<file path="src/rtl/decode_pkg.sv">
// Shared opcode constants, decode enums and the decoded-beat record used by the decode stage.
// Wide fields (pc, imm) are sized for RV64; RV32 instances use the low half.
package decode_pkg;

    localparam int XLEN_MAX = 64;

    localparam logic [6:0] OP_LUI    = 7'b0110111;
    localparam logic [6:0] OP_AUIPC  = 7'b0010111;
    localparam logic [6:0] OP_JAL    = 7'b1101111;
    localparam logic [6:0] OP_JALR   = 7'b1100111;
    localparam logic [6:0] OP_BRANCH = 7'b1100011;
    localparam logic [6:0] OP_LOAD   = 7'b0000011;
    localparam logic [6:0] OP_STORE  = 7'b0100011;
    localparam logic [6:0] OP_IMM    = 7'b0010011;
    localparam logic [6:0] OP_OP     = 7'b0110011;
    localparam logic [6:0] OP_FENCE  = 7'b0001111;
    localparam logic [6:0] OP_SYSTEM = 7'b1110011;

    localparam logic [31:0] INSTR_ECALL  = 32'h0000_0073;
    localparam logic [31:0] INSTR_EBREAK = 32'h0010_0073;

    typedef enum logic [1:0] {MEM_B, MEM_H, MEM_W, MEM_D} mem_size_e;

    typedef enum logic [2:0] {FMT_R, FMT_I, FMT_S, FMT_B, FMT_U, FMT_J} imm_fmt_e;

    typedef struct packed {
        logic [XLEN_MAX-1:0] pc;
        logic [6:0]          opcode;
        logic [2:0]          funct3;
        logic                funct7_b5;
        logic [4:0]          rs1;
        logic [4:0]          rs2;
        logic [4:0]          rd;
        logic [XLEN_MAX-1:0] imm;
        logic                rd_we;
        mem_size_e           mem_size;
        logic                mem_unsigned;
        logic                illegal;
    } decoded_t;

    // Sign-extends to the full 64 bits; narrower datapaths take the low XLEN bits.
    function automatic logic [XLEN_MAX-1:0] build_imm(input imm_fmt_e fmt, input logic [31:7] bits);
        logic [XLEN_MAX-1:0] imm;
        imm = '0;
        case (fmt)
            FMT_I:   imm = {{52{bits[31]}}, bits[31:20]};
            FMT_S:   imm = {{52{bits[31]}}, bits[31:25], bits[11:7]};
            FMT_B:   imm = {{51{bits[31]}}, bits[31], bits[7], bits[30:25], bits[11:8], 1'b0};
            FMT_U:   imm = {{32{bits[31]}}, bits[31:12], 12'b0};
            FMT_J:   imm = {{43{bits[31]}}, bits[31], bits[19:12], bits[20], bits[30:21], 1'b0};
            default: imm = '0;
        endcase
        return imm;
    endfunction

endpackage

</file>
<file path="src/rtl/decode_comb.sv">
// Combinational RV32I/RV64I decoder: raw instruction word to a decoded_t record.
// Illegal encodings keep only opcode and pc, with every other field cleared.
module decode_comb
    import decode_pkg::*;
#(
    parameter int XLEN = 32
) (
    input  logic [31:0]     instr,
    input  logic [XLEN-1:0] pc,
    output decoded_t        dec
);

    logic [6:0] opcode;
    logic [2:0] funct3;
    imm_fmt_e   fmt;
    logic       legal;
    logic       use_rs1;
    logic       use_rs2;
    logic       use_rd;
    logic       use_f3;
    logic       f7b5;
    mem_size_e  size;
    logic       uns;

    assign opcode = instr[6:0];
    assign funct3 = instr[14:12];

    always_comb begin
        fmt     = FMT_R;
        legal   = (instr[1:0] == 2'b11);
        use_rs1 = 1'b0;
        use_rs2 = 1'b0;
        use_rd  = 1'b0;
        use_f3  = 1'b0;
        f7b5    = 1'b0;
        size    = MEM_B;
        uns     = 1'b0;

        case (opcode)
            OP_LUI, OP_AUIPC: begin
                fmt    = FMT_U;
                use_rd = 1'b1;
            end
            OP_JAL: begin
                fmt    = FMT_J;
                use_rd = 1'b1;
            end
            OP_JALR: begin
                fmt     = FMT_I;
                use_rs1 = 1'b1;
                use_rd  = 1'b1;
                use_f3  = 1'b1;
                if (funct3 != 3'b000) legal = 1'b0;
            end
            OP_BRANCH: begin
                fmt     = FMT_B;
                use_rs1 = 1'b1;
                use_rs2 = 1'b1;
                use_f3  = 1'b1;
                if (funct3[2:1] == 2'b01) legal = 1'b0;
            end
            OP_LOAD: begin
                fmt     = FMT_I;
                use_rs1 = 1'b1;
                use_rd  = 1'b1;
                use_f3  = 1'b1;
                case (funct3)
                    3'b000: size = MEM_B;
                    3'b001: size = MEM_H;
                    3'b010: size = MEM_W;
                    3'b011: begin
                        size = MEM_D;
                        if (XLEN == 32) legal = 1'b0;
                    end
                    3'b100: begin size = MEM_B; uns = 1'b1; end
                    3'b101: begin size = MEM_H; uns = 1'b1; end
                    3'b110: begin
                        size = MEM_W;
                        uns  = 1'b1;
                        if (XLEN == 32) legal = 1'b0;
                    end
                    default: legal = 1'b0;
                endcase
            end
            OP_STORE: begin
                fmt     = FMT_S;
                use_rs1 = 1'b1;
                use_rs2 = 1'b1;
                use_f3  = 1'b1;
                size    = mem_size_e'(funct3[1:0]);
                if (funct3[2]) legal = 1'b0;
                if (XLEN == 32 && funct3 == 3'b011) legal = 1'b0;
            end
            OP_IMM: begin
                fmt     = FMT_I;
                use_rs1 = 1'b1;
                use_rd  = 1'b1;
                use_f3  = 1'b1;
                // Only the shifts carry an arithmetic/logical selector in bit 30.
                if (funct3[1:0] == 2'b01) f7b5 = instr[30];
            end
            OP_OP: begin
                use_rs1 = 1'b1;
                use_rs2 = 1'b1;
                use_rd  = 1'b1;
                use_f3  = 1'b1;
                f7b5    = instr[30];
            end
            OP_FENCE: begin
                fmt = FMT_R;
            end
            OP_SYSTEM: begin
                fmt = FMT_I;
                if (instr != INSTR_ECALL && instr != INSTR_EBREAK) legal = 1'b0;
            end
            default: legal = 1'b0;
        endcase

        dec        = '0;
        dec.pc     = XLEN_MAX'(pc);
        dec.opcode = opcode;
        if (!legal) begin
            dec.illegal = 1'b1;
        end else begin
            dec.funct3       = use_f3 ? funct3 : 3'd0;
            dec.funct7_b5    = f7b5;
            dec.rs1          = use_rs1 ? instr[19:15] : 5'd0;
            dec.rs2          = use_rs2 ? instr[24:20] : 5'd0;
            dec.rd           = use_rd ? instr[11:7] : 5'd0;
            dec.imm          = build_imm(fmt, instr[31:7]);
            dec.rd_we        = use_rd && (instr[11:7] != 5'd0);
            dec.mem_size     = size;
            dec.mem_unsigned = uns;
        end
    end

endmodule

</file>
<file path="src/rtl/decode_stage.sv">
// Registered decode pipeline stage between fetch and register read, with an optional
// two-entry skid buffer so in_ready never depends combinationally on out_ready.
module decode_stage
    import decode_pkg::*;
#(
    parameter int XLEN    = 32,
    parameter bit SKID_EN = 1'b1
) (
    input  logic            clk,
    input  logic            rst,
    input  logic            in_valid,
    output logic            in_ready,
    input  logic [31:0]     in_instr,
    input  logic [XLEN-1:0] in_pc,
    input  logic            flush,
    output logic            out_valid,
    input  logic            out_ready,
    output logic [XLEN-1:0] out_pc,
    output logic [6:0]      out_opcode,
    output logic [2:0]      out_funct3,
    output logic            out_funct7_b5,
    output logic [4:0]      out_rs1,
    output logic [4:0]      out_rs2,
    output logic [4:0]      out_rd,
    output logic [XLEN-1:0] out_imm,
    output logic            out_rd_we,
    output logic [1:0]      out_mem_size,
    output logic            out_mem_unsigned,
    output logic            out_illegal
);

    typedef enum logic [1:0] {ST_EMPTY, ST_ONE, ST_TWO} state_e;

    state_e   state;
    state_e   state_nxt;
    decoded_t dec;
    decoded_t out_reg;
    decoded_t skid_reg;
    logic     accept;
    logic     drain;
    logic     load_out;
    logic     load_skid;
    logic     skid_to_out;

    decode_comb #(.XLEN(XLEN)) u_decode_comb (
        .instr (in_instr),
        .pc    (in_pc),
        .dec   (dec)
    );

    // Handshake: a beat moves on either side only in a cycle where valid and ready are both high.
    assign out_valid = (state != ST_EMPTY);
    assign in_ready  = !rst && (SKID_EN ? (state != ST_TWO) : (state == ST_EMPTY || out_ready));
    assign accept    = in_valid && in_ready;
    assign drain     = out_valid && out_ready;

    always_comb begin
        state_nxt   = state;
        load_out    = 1'b0;
        load_skid   = 1'b0;
        skid_to_out = 1'b0;
        if (flush) begin
            state_nxt = ST_EMPTY;
        end else begin
            case (state)
                ST_EMPTY: begin
                    if (accept) begin
                        state_nxt = ST_ONE;
                        load_out  = 1'b1;
                    end
                end
                ST_ONE: begin
                    if (accept && !drain) begin
                        state_nxt = ST_TWO;
                        load_skid = 1'b1;
                    end else if (accept && drain) begin
                        load_out = 1'b1;
                    end else if (drain) begin
                        state_nxt = ST_EMPTY;
                    end
                end
                ST_TWO: begin
                    if (drain) begin
                        state_nxt   = ST_ONE;
                        skid_to_out = 1'b1;
                    end
                end
                default: state_nxt = ST_EMPTY;
            endcase
        end
    end

    always_ff @(posedge clk) begin
        if (rst) begin
            state    <= ST_EMPTY;
            out_reg  <= '0;
            skid_reg <= '0;
        end else begin
            state <= state_nxt;
            if (load_out) begin
                out_reg <= dec;
            end else if (skid_to_out) begin
                out_reg <= skid_reg;
            end
            if (load_skid) begin
                skid_reg <= dec;
            end
        end
    end

    assign out_pc           = out_reg.pc[XLEN-1:0];
    assign out_opcode       = out_reg.opcode;
    assign out_funct3       = out_reg.funct3;
    assign out_funct7_b5    = out_reg.funct7_b5;
    assign out_rs1          = out_reg.rs1;
    assign out_rs2          = out_reg.rs2;
    assign out_rd           = out_reg.rd;
    assign out_imm          = out_reg.imm[XLEN-1:0];
    assign out_rd_we        = out_reg.rd_we;
    assign out_mem_size     = out_reg.mem_size;
    assign out_mem_unsigned = out_reg.mem_unsigned;
    assign out_illegal      = out_reg.illegal;

    // The stored records are 64 bits wide; on RV32 the top halves are never read.
    logic unused_wide_bits;
    assign unused_wide_bits = ^{out_reg.pc, out_reg.imm};

endmodule

</file>
<file path="config.mk">
export PLATFORM = sky130hd
export DESIGN_NAME = decode_stage
export DESIGN_NICKNAME = d
export VERILOG_FILES = /design/src/rtl/decode_pkg.sv /design/src/rtl/decode_comb.sv /design/src/rtl/decode_stage.sv
export SDC_FILE = /design/constraint.sdc
export NUM_CORES = 1
export LEC_CHECK = 0
export CORE_ASPECT_RATIO = 1.75
export CORE_UTILIZATION = 50
export DETAILED_ROUTE_END_ITERATION = 12
export DONT_BUFFER_PORTS = 1
export SKIP_LAST_GASP = 1
export SYNTH_ARGS = -nofsm -noshare
export SYNTH_HDL_FRONTEND = slang
export SYNTH_SLANG_ARGS = --single-unit
</file>
<file path="constraint.sdc">
create_clock -name clk -period 3 [get_ports clk]
set_input_delay 0.45 -clock clk [delete_from_list [all_inputs] [get_ports clk]]
set_output_delay 0.45 -clock clk [all_outputs]
set_load 0.02 [all_outputs]
</file>
==> results of run 1 <==
-- through the flow --
| step | worst slack (ns) | utilization | cells |
|---|---|---|---|
| finish | 0.664 | 0.557 | 1183 |
| global route | 0.486 | 0.557 | 1183 |
| CTS | 0.664 | 0.557 | 1183 |
| detailed placement | 0.592 | 0.521 | 1151 |
| global placement | 0.692 | 0.521 | 1151 |
| floorplan | 1.00 | - | 1000 |
-- worst reg2reg max path, cell delays in order, from the launching register on --
cell      delay (ns)
dfxtp_1         0.43
nor2b_1         0.30
nand3b_1        0.57
buf_4           0.38
buf_4           0.23
mux2i_1         0.20
o22ai_1         0.10
-- power by group through the flow --
| stage | Combinational, W | Sequential (W) | Clock [W] |
|---|---|---|---|
| after floorplan | 0.000201 | 0.00269 | 0 |
| after global placement | 0.000206 | 0.00270 | 0 |
| after detailed placement | 0.000212 | 0.00270 | 0 |
| after CTS | 0.000213 | 0.00264 | 0.00233 |
| after global routing | 0.000234 | 0.00264 | 0.00244 |
| final | 0.000214 | 0.00264 | 0.00229 |
-- cell usage after synthesis (6+ instances only) --
library cell / count / share of area
inv_1: 8 / 0.0035
o21ai_0: 28 / 0.017
o22ai_1: 27 / 0.020
dfxtp_1: 192 / 0.45
mux2i_1: 44 / 0.052
buf_2: 25 / 0.015
a21oi_1: 66 / 0.039
nor2_1: 54 / 0.024
nand3_1: 42 / 0.025
nor4_1: 6 / 0.0044
a311oi_1: 40 / 0.041
and3_1: 9 / 0.0066
buf_1: 6 / 0.0027
o31ai_1: 21 / 0.019
o32ai_1: 21 / 0.022
nand3b_1: 53 / 0.047
a22oi_1: 12 / 0.011
nand2_1: 198 / 0.088
clkbuf_1: 65 / 0.029
-- routing by layer --
layer	vias to the layer above	GRT usage	part of all wire
met4	0	0.150	0.043
met2	308	0.499	0.52
met3	56	0.0788	0.080
li1	3503	-	-
met5	-	0	0
met1	3510	0.306	0.36
-- path summary, 6_finish.rpt --
check | to | depth (start not counted) | slack (ns)
worst max-delay path | out_rs1[3] | 6 | 0.66
worst min-delay path | out_pc[25] | 1 | 0.08
worst max register to register | out_rs1[3] | 6 | 0.66
worst min register to register | skid_reg[117] | 2 | 0.45
-- cells in the final DEF (no fill, tap or decap), types with 5 or more instances in the layout --
cell type / n
o31ai_1: 21
a21oi_1: 66
a22oi_1: 12
o32ai_1: 21
nand3b_1: 53
nor3_1: 5
nor2b_1: 5
a41o_1: 5
o22ai_1: 27
o21ai_0: 28
nand2_1: 196
inv_8: 5
a32o_1: 5
clkbuf_16: 17
dfxtp_1: 192
nand3_1: 42
and3_1: 9
mux2i_1: 44
nor2_1: 54
nor4_1: 6
buf_4: 23
inv_1: 8
a311oi_1: 40
-- area by class of cell --
class	instances	area [um^2]
fillers	1569	7310
clock inverters	15	169
well taps	224	280
inverters	8	30.0
flip-flops and latches	192	3840
repair buffers	27	253
clock buffers	17	425
multi-input cells	700	4210
-- cells by family after synthesis --
| kind of cell | after synthesis |
|---|---|
| and+or+nand+nor | 397 |
| AOI/OAI and AO/OA | 254 |
| DFF | 192 |
| buffers and inverters | 108 |
| muxes | 44 |
| adders and majority gates | 4 |
| xor gates and xnor gates | 1 |
==> qor.yml, run 1 <==
run_status:
  status: "complete, no violations"
clock_tree:
  htree_num_levels: 4
  cts.sinks: 192
  cts_hold_buf: 0
  postCtsSetupBuffers: 0
  tritoncts: "done"
  cts_buffers: 17
  clock_latency_ns: 0.43
  cts.reportedPaths.clkPinSlew_ns: 0.08
  postCtsResizedCells: 0
  clockBufferDepth: 2
  cts_root_buf: "clkbuf_16"
hold_path:
  hold_start: "rst"
  hp-class: "in2reg"
floorplan:
  start_util: 0.514
  io_pins: 166
  dieArea_mm2: 0.0175
  core_area_mm2: 0.0165
  core.rowCount: 62
  die_w_um: 100
  die_y_um: 174
synthesis:
  yosysWarningCount: 0
  syn_area_mm2: 0.00849
  syn_avg_cell_area_um2: 8.49
  ys_seq_area_frac: 0.453
  synth_top_family_by_area: "simple AND/OR/NAND/NOR gates"
  synth_ff_type: "dfxtp_1"
  synth-xor-area-share: 0.00103
  synth-seq-cells: 192
  synth-async-reset-ratio: 0
  synth_compound_area_frac: 0.209
  synthMuxAreaShare: 0.0519
  synth_edf_count: 0
  synth_cell_types: 59
  yosys.area_share.simple: 0.226
  syn-num-nets: 1073
  syn-instance-count: 1000
  synth_fa_ha_area_frac: 0.00590
detailed_routing:
  first_iter_violations: 393
  vias: 7377
  dr.pass1.iters: 6
  postRouteAntennaNets: 0
  post_drt_via_cell_ratio: 6.24
  routedWlPerCell_um: 20.8
  drc_errors: 0
  drt_wl_total_um: 24600
setup_path:
  cp-start-kind: "flip-flop"
  cpLargestDelayFamily: "simple AND/OR/NAND/NOR gates"
  rr_startpoint: "state[1]"
  critPathLaunch: "state[1]"
  cp_common_cell: "buf_4"
  worstPathRequired_ns: 3.31
  critPathKind: "reg2reg"
  crit_buf_inv: 2
  crit_chain: "nor2b_1 > nand3b_1 > buf_4 > buf_4 > mux2i_1 > o22ai_1"
  cpMaxStageDelayCell: "nand3b_1"
  end_kind: "flip-flop"
  critPathArrivalTime_ns: 2.65
  worst-path-max-fanout: 14
  max_stage_delay_ns: 0.57
finish:
  final_layout_size_suffix_gt1_frac: 0.0751
  num_antenna_cells: 0
  areaGrowthSynthToFinish_pct: 8.51
  largest_register_ffs: 95
  final_nets: 1019
  postLayoutCellArea_mm2: 0.00921
power:
  p_seq_frac: 0.513
  p_sw_w: 0.00128
  internal_power_w: 0.00386
  ir_worst_vdd_mv: 0.404
  power_frac_comb: 0.042
  finalPower_w: 0.00514
  p_leak_nw: 3.01
  clockPowerShare: 0.445
  p_sw_frac: 0.249
  powerDensity_mw_per_mm2: 558
placed_design:
  place_area_mm2: 0.00861
  dp_hpwl_um: 16500
  place.gp.congestion: 0.907
  io_buffers: 0
timing:
  period_share: 0.779
  skew_ns: 0.00799
  rsz0062_at_grt: "no"
  final.min_clock_period_ns: 2.34
  worst_pin_slew_ns: 0.909
  drv_slew: 0
  whs_ns: 0.0797
  max_slew_margin: 0.390
  final_hold_viol_count: 0
  max_freq_mhz: 428
  setup_violations: 0
  finalSetupTns_ns: 0
global_routing:
  track_usage: 0.285
  grt_pass1_wl_um: 38600
  overflow: 0
  grt_pass1_vias: 7201
  antenna_found_initial: 0
  grt_start_max_net_pins: 146
job:
  maxCapViolCount: 0
Note: power is estimated with default switching activity, not from simulation.
==> run 2: changes to the inputs <==
==> constraint.sdc (replaced) <==
create_clock -name clk -period 2.26 [get_ports clk]
set_input_delay 0.339 -clock clk [delete_from_list [all_inputs] [get_ports clk]]
set_output_delay 0.339 -clock clk [all_outputs]
set_load 0.02 [all_outputs]
==> run 2 against run 1 <==
Core utilization rose by 0.59 points. First-iteration DRC count rose by 19%. Hold slack got worse by 0.045 ns. Critical path type unchanged. Largest cell class unchanged. Largest power group unchanged.
==> qor.yml, run 2 (synthesized netlist as in run 1, its figures left out) <==
run_status:
  status: "complete, no violations"
finish:
  num_antenna_cells: 0  # unchanged
  final_common_cell: "nand2_1"
  areaGrowthSynthToFinish_pct: 9.66
  final_cell_mix: "nand2_1, dfxtp_1, a21oi_1, nor2_1, nand3b_1"
  largest_register_ffs: 95  # unchanged
  final_layout_size_suffix_gt1_frac: 0.0776  # +0.00256
  final_nets: 1027  # +0.79%
timing:
  worst_pin_slew_ns: 0.618  # -0.291 ns
  whs_ns: 0.0346  # -0.0451 ns
  timing.final.ws_setup_ns: 0.285  # -0.379 ns
  final_hold_viol_count: 0  # unchanged
  setup_violations: 0  # unchanged
  max_slew_margin: 0.587  # +0.197
  skew_ns: 0.00888  # +0.000889 ns
  finalSetupTns_ns: 0  # unchanged
  final.min_clock_period_ns: 1.98  # -0.361 ns
  rsz0062_at_grt: "no"
  max_freq_mhz: 506  # +18%
  drv_slew: 0  # unchanged
  period_share: 0.874  # +0.0953
setup_path:
  max_stage_delay_ns: 0.45  # -0.12 ns
  worst-path-max-fanout: 11  # -3
  critPathKind: "reg2reg"
  worstPathRequired_ns: 2.60  # -0.71 ns
  reg2regPathDepth: 6  # unchanged
  critPathArrivalTime_ns: 2.31  # -0.34 ns
  cp_common_cell: "buf_4"
  cp-start-kind: "flip-flop"
  crit_chain: "nor4b_2 > buf_4 > and2_1 > o21ai_1 > buf_4 > o32ai_1"
  end_kind: "flip-flop"
  cpMaxStageDelayCell: "and2_1"
  rrSetupSlack_ns: 0.28  # -0.38 ns
hold_path:
  hold_depth: 2  # +1
  hp-class: "in2reg"
floorplan:
  core.rowCount: 62  # unchanged
  start_util: 0.514  # unchanged
  die_w_um: 100  # unchanged
  core_area_mm2: 0.0165  # unchanged
  dieArea_mm2: 0.0175  # unchanged
  io_pins: 166  # unchanged
  die_y_um: 174  # unchanged
global_routing:
  grt_pass1_vias: 7098  # -1.4%
  grt_start_max_net_pins: 83  # -43%
  grt_pass1_wl_um: 39000  # +0.84%
  antenna_found_initial: 0  # unchanged
  track_usage: 0.285  # +0.000287
  overflow: 0  # unchanged
placed_design:
  post-place-ws_ns: 0.106  # -0.487 ns
  dp_hpwl_um: 16500  # +0.19%
  io_buffers: 0  # unchanged
  place.gp.congestion: 0.876  # -3.4%
job:
  maxCapViolCount: 0  # unchanged
clock_tree:
  htree_num_levels: 4  # unchanged
  cts.sinks: 192  # unchanged
  clock_latency_ns: 0.44  # about the same
  cts.reportedPaths.clkPinSlew_ns: 0.08  # about the same
  cts_buffers: 17  # unchanged
  cts_root_buf: "clkbuf_16"
  postCtsResizedCells: 0  # unchanged
  clockBufferDepth: 2  # unchanged
  tritoncts: "done"
detailed_routing:
  dr.pass1.iters: 7  # +1
  postRouteAntennaNets: 0  # unchanged
  drc_errors: 0  # unchanged
  routedWlPerCell_um: 20.9  # +0.69%
  drt_wl_total_um: 24900  # +1.3%
  post_drt_via_cell_ratio: 6.23  # -0.14%
  vias: 7410  # +0.45%
  first_iter_violations: 468  # +19%
power:
  ir_worst_vdd_mv: 0.467  # +16%
  p_leak_nw: 3.05  # +1.2%
  powerDensity_mw_per_mm2: 728  # +31%
-- run 2: cell type report --
class                   count  area (um^2)
fillers                  1524         7220
flip-flops and latches    192         3840
clock inverters            13          138
multi-input cells         700         4210
repair buffers             35          378
clock buffers              18          429
well taps                 224          280
inverters                   8         30.0
-- run 2: routing by layer --
layer	wire length [um]	vias up	global-route usage
li1	-	3516	-
met1	9180	3534	0.312
met2	12500	305	0.479
met3	1940	55	0.0881
met4	1270	0	0.167
met5	0	-	0
-- run 2: final timing paths --
kind | from | to
worst max-delay path | state[1] | out_imm[24]
worst min-delay path | in_pc[30] | skid_reg[125]
worst max register to register | state[1] | out_imm[24]
worst min register to register | skid_reg[115] | skid_reg[115]
-- run 2: where the power goes --
part	leakage (nW)	total [W]	internal (W)	switching (W)
registers	1.55	0.00350	0.00343	0.0000765
clock network	0.273	0.00295	0.00163	0.00133
logic	1.22	0.000322	0.000125	0.000198
total	3.05	0.00678	0.00518	0.00160
-- run 2: what timing repair did --
| item | in CTS | in global routing |
|---|---|---|
| endpoints found under the setup margin | 0 | 0 |
| setup buffers | 0 | 0 |
| endpoints found under the hold margin | 83 | 0 |
| hold buffers | 4 | 0 |
-- run 2: critical path, delay by kind of cell, from the launching register on --
kind	cells	cell delay, ns
and+or+nand+nor	2	0.74
buffers and inverters	2	0.40
AOI/OAI and AO/OA	2	0.38
DFF	1	0.36
-- run 2: per-stage QoR --
| step | utilization | instances | power (W) | area (um^2) |
|---|---|---|---|---|
| finish | 0.563 | 1190 | 0.00678 | 9310 |
| global route | 0.563 | 1190 | 0.00700 | 9310 |
| CTS | 0.563 | 1190 | 0.00683 | 9310 |
| detailed placement | 0.525 | 1155 | 0.00387 | 8680 |
| global placement | 0.525 | 1155 | 0.00386 | 8680 |
| floorplan | - | 1000 | 0.00384 | 8490 |
==> run 3: changes to the inputs <==
--- a/config.mk
+++ b/config.mk
@@ -5,10 +5,12 @@
 export SDC_FILE = /design/constraint.sdc
 export NUM_CORES = 1
 export LEC_CHECK = 0
+export ABC_AREA = 1
+export BUFFER_PORTS_ARGS = -buffer_cell sky130_fd_sc_hd__buf_2
 export CORE_ASPECT_RATIO = 1.75
 export CORE_UTILIZATION = 50
 export DETAILED_ROUTE_END_ITERATION = 12
-export DONT_BUFFER_PORTS = 1
+export PLACE_DENSITY = 0.73
 export SKIP_LAST_GASP = 1
 export SYNTH_ARGS = -nofsm -noshare
 export SYNTH_HDL_FRONTEND = slang
==> run 3 against run 2 <==
Clock-buffer cell count stayed put. Final cell count rose by 31%. Synthesized area down 0.77%. Wire length shrank 2.6%. Register-to-register slack about the same. Non-clock buffer count increased by 156. Hold slack gained 0.14 ns. Die area shrank 0.76%. Via count increased by 14%. Sequential power barely moved. Largest power group unchanged.
==> qor.yml, run 3 <==
setup_path:
  critPathKind: "reg2reg"
  cp_common_cell: "nor2_4"
  rr_startpoint: "state[1]"
  crit_chain: "inv_2 > nor2_4 > nor2_4 > nand4_1 > inv_2 > nor2_4 > nand2_1 > nand2_1 > inv_1 > a21oi_1"
  cpMaxStageDelayCell: "nor2_4"
  worst-path-max-fanout: 42  # +31
  cp-start-kind: "flip-flop"
  worstPathRequired_ns: 2.61  # about the same
  critPathArrivalTime_ns: 2.34  # +0.03 ns
  end_kind: "flip-flop"
  critPathLaunch: "state[1]"
  max_stage_delay_ns: 0.72  # +0.27 ns
detailed_routing:
  post_drt_via_cell_ratio: 5.40  # -13%
  postRouteAntennaNets: 0  # unchanged
  first_iter_violations: 507  # +8.3%
  drt_wl_total_um: 24200  # -2.6%
  routedWlPerCell_um: 15.5  # -26%
  vias: 8433  # +14%
  dr.pass1.iters: 5  # -2
  drc_errors: 0  # unchanged
timing:
  drv_slew: 0  # unchanged
  skew_ns: 0.0114  # +0.00255 ns
  final.min_clock_period_ns: 1.99  # +0.0124 ns
  setup_violations: 0  # unchanged
  rsz0062_at_grt: "no"
  period_share: 0.879  # +0.00549
  final_hold_viol_count: 0  # unchanged
  worst_pin_slew_ns: 0.956  # +0.338 ns
  finalSetupTns_ns: 0  # unchanged
  max_freq_mhz: 503  # -0.62%
  whs_ns: 0.177  # +0.142 ns
  max_slew_margin: 0.361  # -0.226
clock_tree:
  cts_hold_buf: 0  # -4
  cts.reportedPaths.clkPinSlew_ns: 0.08  # about the same
  tritoncts: "done"
  cts_root_buf: "clkbuf_16"
  cts_buffers: 17  # unchanged
  htree_num_levels: 4  # unchanged
  clockBufferDepth: 2  # unchanged
  clock_latency_ns: 0.43  # about the same
  postCtsResizedCells: 0  # unchanged
  cts.sinks: 192  # unchanged
  postCtsSetupBuffers: 0  # unchanged
power:
  p_sw_w: 0.00190  # +19%
  p_sw_frac: 0.265  # +0.0288
  p_seq_frac: 0.489  # -0.028
  finalPower_w: 0.00716  # +5.6%
  clockPowerShare: 0.420  # -0.016
  internal_power_w: 0.00526  # +1.7%
  p_leak_nw: 4.36  # +43%
  power_frac_comb: 0.091  # +0.043
  ir_worst_vdd_mv: 0.459  # -1.8%
  powerDensity_mw_per_mm2: 719  # -1.3%
floorplan:
  io_pins: 166  # unchanged
  die_y_um: 174  # -0.38%
  core.rowCount: 62  # unchanged
  core_area_mm2: 0.0164  # -0.47%
  die_w_um: 100  # -0.38%
  start_util: 0.512  # -0.00153
  dieArea_mm2: 0.0174  # -0.76%
finish:
  postLayoutCellArea_mm2: 0.00996  # +7.1%
  areaGrowthSynthToFinish_pct: 18.3
  final_common_cell: "nand2_1"
  final_cell_mix: "nand2_1, dfxtp_1, buf_2, a21oi_1, nand3_1"
  fin_util: 0.606  # +0.0427
  largest_register_ffs: 95  # unchanged
  final_nets: 1398  # +36%
  fillerInstances: 1645  # +7.9%
  final_layout_size_suffix_gt1_frac: 0.184  # +0.106
  num_antenna_cells: 0  # unchanged
placed_design:
  place.gp.congestion: 0.904  # +3.2%
  dp_hpwl_um: 15900  # -3.9%
  io_buffers: 165  # +165
  place_area_mm2: 0.00938  # +8.1%
synthesis:
  synth-seq-cells: 192  # unchanged
  syn-num-nets: 1277  # +19%
  synthTopCellsByArea: "dfxtp_1, nand2_1, a21oi_1"
  synth-async-reset-ratio: 0  # unchanged
  synth_common_cells: "nand2_1, dfxtp_1, a21oi_1, nand3_1, o21ai_0"
  synth_top_cell_by_area: "dfxtp_1"
  synth_cell_types: 28  # -53%
  ys_seq_area_frac: 0.456  # +0.00350
  post-synth-top-area-fraction: 0.456  # +0.00350
  synth_most_common_cell: "nand2_1"
  syn_area_mm2: 0.00842  # -0.77%
  syn_avg_cell_area_um2: 6.99  # -18%
  synth_ff_type: "dfxtp_1"
  synth_edf_count: 0  # unchanged
  yosysWarningCount: 0  # unchanged
  syn-instance-count: 1204  # +20%
hold_path:
  hold_start: "in_pc[24]"
  hp-class: "in2reg"
job:
  maxCapViolCount: 0  # unchanged
global_routing:
  grt_start_max_net_pins: 94  # +13%
  grt_pass1_wl_um: 38100  # -2.2%
  grt_pass1_vias: 7687  # +8.3%
  antenna_found_initial: 0  # unchanged
  track_usage: 0.274  # -0.0110
  overflow: 0  # unchanged
run_status:
  status: "complete, no violations"
[run 3: cell types whose count changed after synthesis, moves of 30 or more]
cell,delta
a21oi_1,+54
a311oi_1,-39
a31oi_1,+38
inv_1,+30
mux2i_1,-44
nand2_1,+167
nand3_1,+62
nand3b_1,-52
nor2_1,+45
o21ai_0,+74
[run 3: area by class of cell]
class,instances,area (um^2),share of cell area
Clock buffer,18,439,0.0441
Clock inverter,13,143,0.0143
Sequential cell,192,3840,0.386
Inverter,46,176,0.0177
Timing Repair Buffer,191,1080,0.109
Multi-Input combinational cell,877,4000,0.401
Tap cell,224,280,0.0281
[run 3: routing by layer]
metal | part of all wire | up-vias | GRT usage
met4 | 0.044 | 0 | 0.146
met3 | 0.056 | 66 | 0.0399
met2 | 0.50 | 298 | 0.481
met1 | 0.40 | 3840 | 0.317
met5 | 0 | - | 0
li1 | - | 4229 | -
[run 3: critical path, delay by kind of cell (launching register included)]
kind | cells | cell delay [ns]
AOI/OAI and AO/OA | 1 | 0.12
buffers and inverters | 3 | 0.19
DFF | 1 | 0.35
and+or+nand+nor | 6 | 1.22
[run 3: path summary, 6_finish.rpt]
check / end / slack, ns / depth (start not counted)
max: out_mem_size[0] / 0.27 / 10
min: skid_reg[119] / 0.18 / 3
max reg2reg: out_mem_size[0] / 0.27 / 10
min reg2reg: skid_reg[84] / 0.47 / 2
[run 3: logic make-up (layout without fill, tap and decap cells)]
family                   Yosys count  count (layout)  synth area share
AO/OA/AOI/OAI                    278             278             0.176
adder cells (fa/ha/maj)            4               4           0.00594
flip-flops                       192             192             0.456
AND/OR/NAND/NOR                  595             595             0.292
buffers and inverters            135             268            0.0697
[run 3: stage by stage]
| step | std cells | setup WS, ns |
|---|---|---|
| after floorplan | 1204 | 0.534 |
| after detailed placement | 1530 | 0.103 |
| final | 1561 | 0.272 |
| after CTS | 1561 | 0.211 |
| after global placement | 1530 | 0.104 |
| after global routing | 1561 | 0.0686 |
[run 3: power by group through the flow]
stage	logic (W)	clock network, W	registers [W]
after floorplan	0.000303	0	0.00366
after global placement	0.000643	0	0.00358
after detailed placement	0.000647	0	0.00358
after CTS	0.000651	0.00306	0.00350
after global routing	0.000710	0.00320	0.00351
final	0.000650	0.00301	0.00350
